--- config.mk ---
export PLATFORM = sky130hd
export DESIGN_NAME = fft_peak_scanner
export DESIGN_NICKNAME = d
export VERILOG_FILES = /design/src/rtl/fft_peak_pkg.sv /design/src/rtl/fft_peak_scanner_peak_compare.sv /design/src/rtl/fft_peak_scanner.sv
export SDC_FILE = /design/constraint.sdc
export NUM_CORES = 1
export LEC_CHECK = 0
export CORE_UTILIZATION = 45
export DETAILED_ROUTE_END_ITERATION = 10
export PLACE_DENSITY = 0.75
export REMOVE_ABC_BUFFERS = 1
export SYNTH_ARGS = -nofsm -noshare
export SYNTH_HDL_FRONTEND = slang
export SYNTH_SLANG_ARGS = --single-unit
export TNS_END_PERCENT = 20
--- constraint.sdc ---
create_clock -name clock -period 7.1 [get_ports clock]
set_input_delay 1.775 -clock clock [delete_from_list [all_inputs] [get_ports clock]]
set_output_delay 1.775 -clock clock [all_outputs]
set_load 0.1 [all_outputs]
--- src/rtl/fft_peak_pkg.sv ---
// Shared types, default widths and the saturating bin-to-frequency helper
// for the FFT peak scanner.
package fft_peak_pkg;

    typedef enum logic [1:0] {
        ST_IDLE  = 2'd0,
        ST_SCAN  = 2'd1,
        ST_DRAIN = 2'd2,
        ST_DONE  = 2'd3
    } state_t;

    localparam int DEF_ADDR_W = 10;
    localparam int DEF_AMP_W  = 10;
    localparam int DEF_FREQ_W = 13;

    // Full-width product bin*step, clamped to the largest value a
    // freq_w-bit output can hold.
    function automatic logic [31:0] bin_to_freq(
        input logic [31:0] bin,
        input logic [31:0] step,
        input int unsigned freq_w
    );
        logic [63:0] prod;
        logic [63:0] lim;
        prod = {32'd0, bin} * {32'd0, step};
        lim  = (64'd1 << freq_w) - 64'd1;
        if (prod > lim) begin
            return lim[31:0];
        end else begin
            return prod[31:0];
        end
    endfunction

endpackage

--- src/rtl/fft_peak_scanner_peak_compare.sv ---
// Running-maximum tracker. The max_amp/max_bin outputs already include the
// sample presented in the current cycle, so the final winner is available in
// the same cycle as the last returning BRAM word.
module peak_compare
    import fft_peak_pkg::*;
#(
    parameter int AMP_W  = DEF_AMP_W,
    parameter int ADDR_W = DEF_ADDR_W
) (
    input  logic              clock,
    input  logic              reset_n,
    input  logic              clear,
    input  logic              sample_valid,
    input  logic [AMP_W-1:0]  sample_amp,
    input  logic [ADDR_W-1:0] sample_bin,
    output logic [AMP_W-1:0]  max_amp,
    output logic [ADDR_W-1:0] max_bin
);

    logic [AMP_W-1:0]  amp_r;
    logic [ADDR_W-1:0] bin_r;
    logic [AMP_W-1:0]  amp_next_s;
    logic [ADDR_W-1:0] bin_next_s;

    // Strict greater-than keeps the lowest bin on ties; clear wins over a sample.
    always_comb begin
        amp_next_s = amp_r;
        bin_next_s = bin_r;
        if (clear) begin
            amp_next_s = {AMP_W{1'b0}};
            bin_next_s = {ADDR_W{1'b0}};
        end else if (sample_valid && (sample_amp > amp_r)) begin
            amp_next_s = sample_amp;
            bin_next_s = sample_bin;
        end else begin
            amp_next_s = amp_r;
            bin_next_s = bin_r;
        end
    end

    // Hold the running maximum between samples.
    always_ff @(posedge clock or negedge reset_n) begin
        if (!reset_n) begin
            amp_r <= {AMP_W{1'b0}};
            bin_r <= {ADDR_W{1'b0}};
        end else begin
            amp_r <= amp_next_s;
            bin_r <= bin_next_s;
        end
    end

    assign max_amp = amp_next_s;
    assign max_bin = bin_next_s;

endmodule

--- src/rtl/fft_peak_scanner.sv ---
// Walks one FFT spectrum frame out of BRAM, tracks the strongest bin and
// publishes its frequency and amplitude once per frame.
module fft_peak_scanner
    import fft_peak_pkg::*;
#(
    parameter int BIN_COUNT = 1024,
    parameter int FIRST_BIN = 1,
    parameter int ADDR_W    = DEF_ADDR_W,
    parameter int AMP_W     = DEF_AMP_W,
    parameter int FREQ_W    = DEF_FREQ_W,
    parameter int FREQ_STEP = 4,
    parameter int RD_LAT    = 2,
    parameter int MIN_AMP   = 16
) (
    input  logic              clock,
    input  logic              reset_n,
    input  logic              frame_ready,
    output logic              rd_en,
    output logic [ADDR_W-1:0] rd_addr,
    input  logic [AMP_W-1:0]  rd_data,
    output logic              busy,
    output logic [FREQ_W-1:0] peak_freq,
    output logic [AMP_W-1:0]  peak_amp,
    output logic              peak_valid,
    output logic              frame_dropped
);

    localparam logic [ADDR_W-1:0] LAST_ADDR  = ADDR_W'(BIN_COUNT - 1);
    localparam logic [ADDR_W-1:0] START_ADDR = ADDR_W'(FIRST_BIN);
    localparam logic [7:0]        DRAIN_LAST = 8'(RD_LAT - 1);

    state_t            state_r;
    state_t            state_next_s;
    logic [ADDR_W-1:0] rd_addr_r;
    logic [ADDR_W-1:0] addr_next_s;
    logic              rd_en_r;
    logic [7:0]        drain_cnt_r;
    logic [7:0]        drain_next_s;
    logic              clear_s;
    logic              busy_r;
    logic              peak_valid_r;
    logic              frame_dropped_r;
    logic [FREQ_W-1:0] peak_freq_r;
    logic [AMP_W-1:0]  peak_amp_r;

    logic [RD_LAT-1:0] tag_valid_r;
    logic [ADDR_W-1:0] tag_bin_r [RD_LAT];

    logic [AMP_W-1:0]  max_amp_s;
    logic [ADDR_W-1:0] max_bin_s;
    logic [FREQ_W-1:0] freq_s;

    // Next-state, next read address and drain counter for the scan sequencer.
    always_comb begin
        state_next_s = state_r;
        addr_next_s  = {ADDR_W{1'b0}};
        drain_next_s = 8'd0;
        clear_s      = 1'b0;
        case (state_r)
            ST_IDLE: begin
                if (frame_ready) begin
                    state_next_s = ST_SCAN;
                    addr_next_s  = START_ADDR;
                    clear_s      = 1'b1;
                end else begin
                    state_next_s = ST_IDLE;
                end
            end
            ST_SCAN: begin
                if (rd_addr_r == LAST_ADDR) begin
                    state_next_s = ST_DRAIN;
                end else begin
                    state_next_s = ST_SCAN;
                    addr_next_s  = rd_addr_r + {{(ADDR_W-1){1'b0}}, 1'b1};
                end
            end
            ST_DRAIN: begin
                if (drain_cnt_r == DRAIN_LAST) begin
                    state_next_s = ST_DONE;
                end else begin
                    state_next_s = ST_DRAIN;
                    drain_next_s = drain_cnt_r + 8'd1;
                end
            end
            ST_DONE: begin
                state_next_s = ST_IDLE;
            end
            default: begin
                state_next_s = ST_IDLE;
            end
        endcase
    end

    // Sequencer registers; rd_en/busy are derived from the next state so they
    // line up exactly with the state they describe.
    always_ff @(posedge clock or negedge reset_n) begin
        if (!reset_n) begin
            state_r         <= ST_IDLE;
            rd_addr_r       <= {ADDR_W{1'b0}};
            rd_en_r         <= 1'b0;
            drain_cnt_r     <= 8'd0;
            busy_r          <= 1'b0;
            peak_valid_r    <= 1'b0;
            frame_dropped_r <= 1'b0;
        end else begin
            state_r         <= state_next_s;
            rd_addr_r       <= addr_next_s;
            rd_en_r         <= (state_next_s == ST_SCAN);
            drain_cnt_r     <= drain_next_s;
            busy_r          <= (state_next_s != ST_IDLE);
            peak_valid_r    <= (state_next_s == ST_DONE);
            frame_dropped_r <= frame_ready && (state_r != ST_IDLE);
        end
    end

    // Tag each issued read with its bin so returning data can be attributed.
    always_ff @(posedge clock or negedge reset_n) begin
        if (!reset_n) begin
            tag_valid_r <= {RD_LAT{1'b0}};
            for (int i = 0; i < RD_LAT; i++) begin
                tag_bin_r[i] <= {ADDR_W{1'b0}};
            end
        end else begin
            tag_valid_r[0] <= rd_en_r;
            tag_bin_r[0]   <= rd_addr_r;
            for (int i = 1; i < RD_LAT; i++) begin
                tag_valid_r[i] <= tag_valid_r[i-1];
                tag_bin_r[i]   <= tag_bin_r[i-1];
            end
        end
    end

    peak_compare #(
        .AMP_W  (AMP_W),
        .ADDR_W (ADDR_W)
    ) u_peak_compare (
        .clock        (clock),
        .reset_n      (reset_n),
        .clear        (clear_s),
        .sample_valid (tag_valid_r[RD_LAT-1]),
        .sample_amp   (rd_data),
        .sample_bin   (tag_bin_r[RD_LAT-1]),
        .max_amp      (max_amp_s),
        .max_bin      (max_bin_s)
    );

    // Frequency of the winning bin, forced to zero when the peak is too weak.
    always_comb begin
        freq_s = {FREQ_W{1'b0}};
        if (max_amp_s < AMP_W'(MIN_AMP)) begin
            freq_s = {FREQ_W{1'b0}};
        end else begin
            freq_s = FREQ_W'(bin_to_freq(32'(max_bin_s), 32'(FREQ_STEP), FREQ_W));
        end
    end

    // Result registers load on the edge into DONE and hold between frames.
    always_ff @(posedge clock or negedge reset_n) begin
        if (!reset_n) begin
            peak_freq_r <= {FREQ_W{1'b0}};
            peak_amp_r  <= {AMP_W{1'b0}};
        end else if (state_next_s == ST_DONE) begin
            peak_freq_r <= freq_s;
            peak_amp_r  <= max_amp_s;
        end else begin
            peak_freq_r <= peak_freq_r;
            peak_amp_r  <= peak_amp_r;
        end
    end

    assign rd_en         = rd_en_r;
    assign rd_addr       = rd_addr_r;
    assign busy          = busy_r;
    assign peak_freq     = peak_freq_r;
    assign peak_amp      = peak_amp_r;
    assign peak_valid    = peak_valid_r;
    assign frame_dropped = frame_dropped_r;

endmodule

==> results.md <==
* Reg2reg setup slack at 4060 ps
* Crit end category: flop
* Final TNS setup at 0 ps
* Reg2reg start: u_peak_compare.amp_r[5]
* Area leader, netlist: dfrtp_1
* Final WS setup at 2566 ps
* N_diodes at 0
* Port Buffers at 46
* Ports at 50
* Share of layout cells above drive strength 1 at 0.08377
* Unique masters post-synth at 42
* DP Worst Slack at 2268 ps
* Die area at around 0.0087 mm2
* Clock sinks at between 80 and 90
* Simple-Gate Fraction of Synth Area at 0.1312
* Cell count after synthesis at approximately 340
* Largest net degree at the start of global routing at between 80 and 90
* TritonCTS clock tree: built
* Hold depth at 0
* Worst slew pin tran at approximately 1100 ps
* Initial antenna violation count at 0
* Clk_skew at 14.69 ps
* Worst slew margin at 0.2938
* GR Layer Usage met3 at 0.04553
* Post-CTS setup buffers at 0
* CTS resizes at 0
* P&R area growth vs syn at 20.87%
* Clock Latency Late Sink at approximately 350 ps
* XOR/XNOR Fraction of Synth Area at 0.03287
* Aggregate global-route resource usage at 0.1865
* Worst EP required at 7290 ps
* RSZ-0062 raised after global routing: false
* CTS Buffer Depth at 2
* Critical path's most frequent cell: a21oi_1
* Fmax at about 220 MHz
* GR Util met2 at 0.2849
* Nets at 403
* CTS Buf Count at 9
* Hold Crit Class: reg -> reg
* Critical path data arrival time at roughly 4700 ps
* Initial core utilization at 0.4729
* Hold Vio Cnt, Final at 0
* Yosys reg bits at 86
* Area contributors post-synth: dfrtp_1, a21oi_1, ha_1, o31ai_1, nor2_1
* Max incr delay on CP at 780 ps
* GPL Wtd Cong at 0.9975
* DRT iter0 DRCs at 222
* Total iterations of the first detailed-routing run at 4
* Clock transition at path regs at roughly 90 ps
* Routed vias at 2623
* Hold path startpoint: tag_valid_r[0]
* Period utilization at 0.6386
* Die height at 93.04 um
* Crit path max-delay family: compound AO/OA/AOI/OAI gates
* Most used routing layer: met2
* Synth Area in Compound Gates at 0.1754
* Row cnt at 32
* Mean Syn Cell Area at ~11 um2
* Pwr/cell area at 358.6 mW/mm2
* HPWL Detailed at 4.780 mm
* Crit-path slowest cell: a2111o_1
* Htree depth at 3
* # fillers at 674
* Met1 GRT Util at 0.2492
* Post-synthesis mux area share at 0.002684
* Pleak at 2.085 nW
* FF-to-FF End: peak_freq[8]
* Avg WL per Cell at 15.17 um
* Main combinational cell family by area after synthesis: compound AO/OA/AOI/OAI gates
* Max-cap violation count at 0
* Worst Hold Endpoint: tag_valid_r[1]
* Final setup viols at 0
* Async set or reset register ratio after synthesis at 1.000
* Synth Area in Adders at 0.04361
* Syn Std Cell Area at 0.003730 mm2
* Drt total wl at 7.342 mm
* ANT nets after route at 0
* Crit path cell chain: clkdlybuf4s50_1 > ha_1 > nand4_2 > a211oi_2 > a2111o_1 > a21oi_1 > a221oi_4 > a21oi_1
* Register area share after synthesis at 0.5770
* Period minus WS final at 4534 ps
* CP Launch Type: primary input
* Yosys top cell area share at 0.5770
* Worst hold slack at 343.3 ps
* Yosys warns at 0
* Root buf cell: clkbuf_8
* CP Max Fanout at 31
* Main synth FF type: dfrtp_1
* Final Slew Violations at 0
* Gr ovfl total at 0
* Commonest non-fill, non-tap cells in the layout: dfrtp_1, clkdlybuf4s50_1, a21oi_1, nor2_1, o31ai_1
* Core area at 0.007888 mm2
* Outcome: complete, no violations
* Post-CTS Hold Buffers at 0
* Maximum vdd drop at around 0.00032 V
* DRC violations left at 0
* EDFF count, synth at 0
* Die width at 93.04 um
* First-pass GRT wire length at 12.33 mm
* Commonest non-fill, non-tap cell in the layout: dfrtp_1
* CP Buf/Inv Count at 1
* R2R cell count at 8
* Number of vias per cell at 5.419
* Vias in the first global route at 2535
* Kind of critical path: in -> reg
state kept, by name, summed over array words and instances (netlist names), 2 cells and up:
signal                cells
tag_bin_r                20
u_peak_compare.bin_r     10
u_peak_compare.amp_r     10
tag_valid_r               2
rd_addr                  10
peak_freq                10
drain_cnt_r               8
state_r                   2
peak_amp                 10
worst max path at each step:
stage | startpoint | end | slack [ps] | cells after the start
after detailed placement | rd_data[4] | peak_freq[8] | 2270 | 8
after global placement | rd_data[4] | peak_freq[11] | 2440 | 8
after global routing | rd_data[4] | peak_freq[8] | 2420 | 8
after CTS | rd_data[4] | peak_freq[8] | 2640 | 8
final | rd_data[4] | peak_freq[8] | 2570 | 8
after floorplan | frame_ready | peak_freq[10] | 2840 | 4
routing by layer:
layer / vias to the layer above / routed length [um]
met4: 0 / 152
met3: 16 / 396
met2: 78 / 3433
met5: - / 0
li1: 1240 / -
met1: 1289 / 3359
synth_stat cells (2+ instances only):
master	number
nor3_1	3
o21bai_1	2
xor2_1	7
o21ba_2	4
clkbuf_1	16
nand2b_1	15
a21boi_1	5
a21oi_1	33
nand3_1	9
xnor2_1	7
o21ba_1	6
a21boi_0	5
or2_2	2
o21ai_0	2
ha_1	13
nand2_1	15
buf_4	3
o31ai_1	21
inv_1	14
dfrtp_1	86
nor2_1	32
o211ai_1	2
and3_1	14
power breakdown:
group	internal, W	switching, W	total (W)
clock network	0.000244	0.000168	0.000412
logic	0.000172	0.000387	0.000560
registers	0.000594	0.0000508	0.000645
final cells by class:
type,count,area [um2],area share
clock buffers,11,141.4,0.03136
clock inverters,5,106.4,0.02359
inverters,14,52.55,0.01166
multi-input cells,218,1455,0.3228
flip-flops and latches,86,2152,0.4774
well taps,102,127.6,0.02831
repair buffers,48,473.0,0.1049
cell families (layout without fill, tap and decap cells):
kind of cell,after synthesis,count (layout)
fa+ha+maj,13,13
compound gates,90,90
flops,86,86
other cells,1,3
simple gates,97,97
buf+inv,33,78
mux,1,1
xor+xnor,14,14
metrics by stage:
| stage | area, um2 | util | std cells | power [W] |
|---|---|---|---|---|
| after detailed placement | 4260 | 0.5401 | 468 | 0.001210 |
| after global placement | 4260 | 0.5401 | 468 | 0.001185 |
| after floorplan | 3655 | - | 318 | 0.001065 |
| after global routing | 4508 | 0.5715 | 484 | 0.001713 |
| after CTS | 4508 | 0.5715 | 484 | 0.001627 |
| final | 4508 | 0.5715 | 484 | 0.001617 |
(Power assumes the default switching activity.)
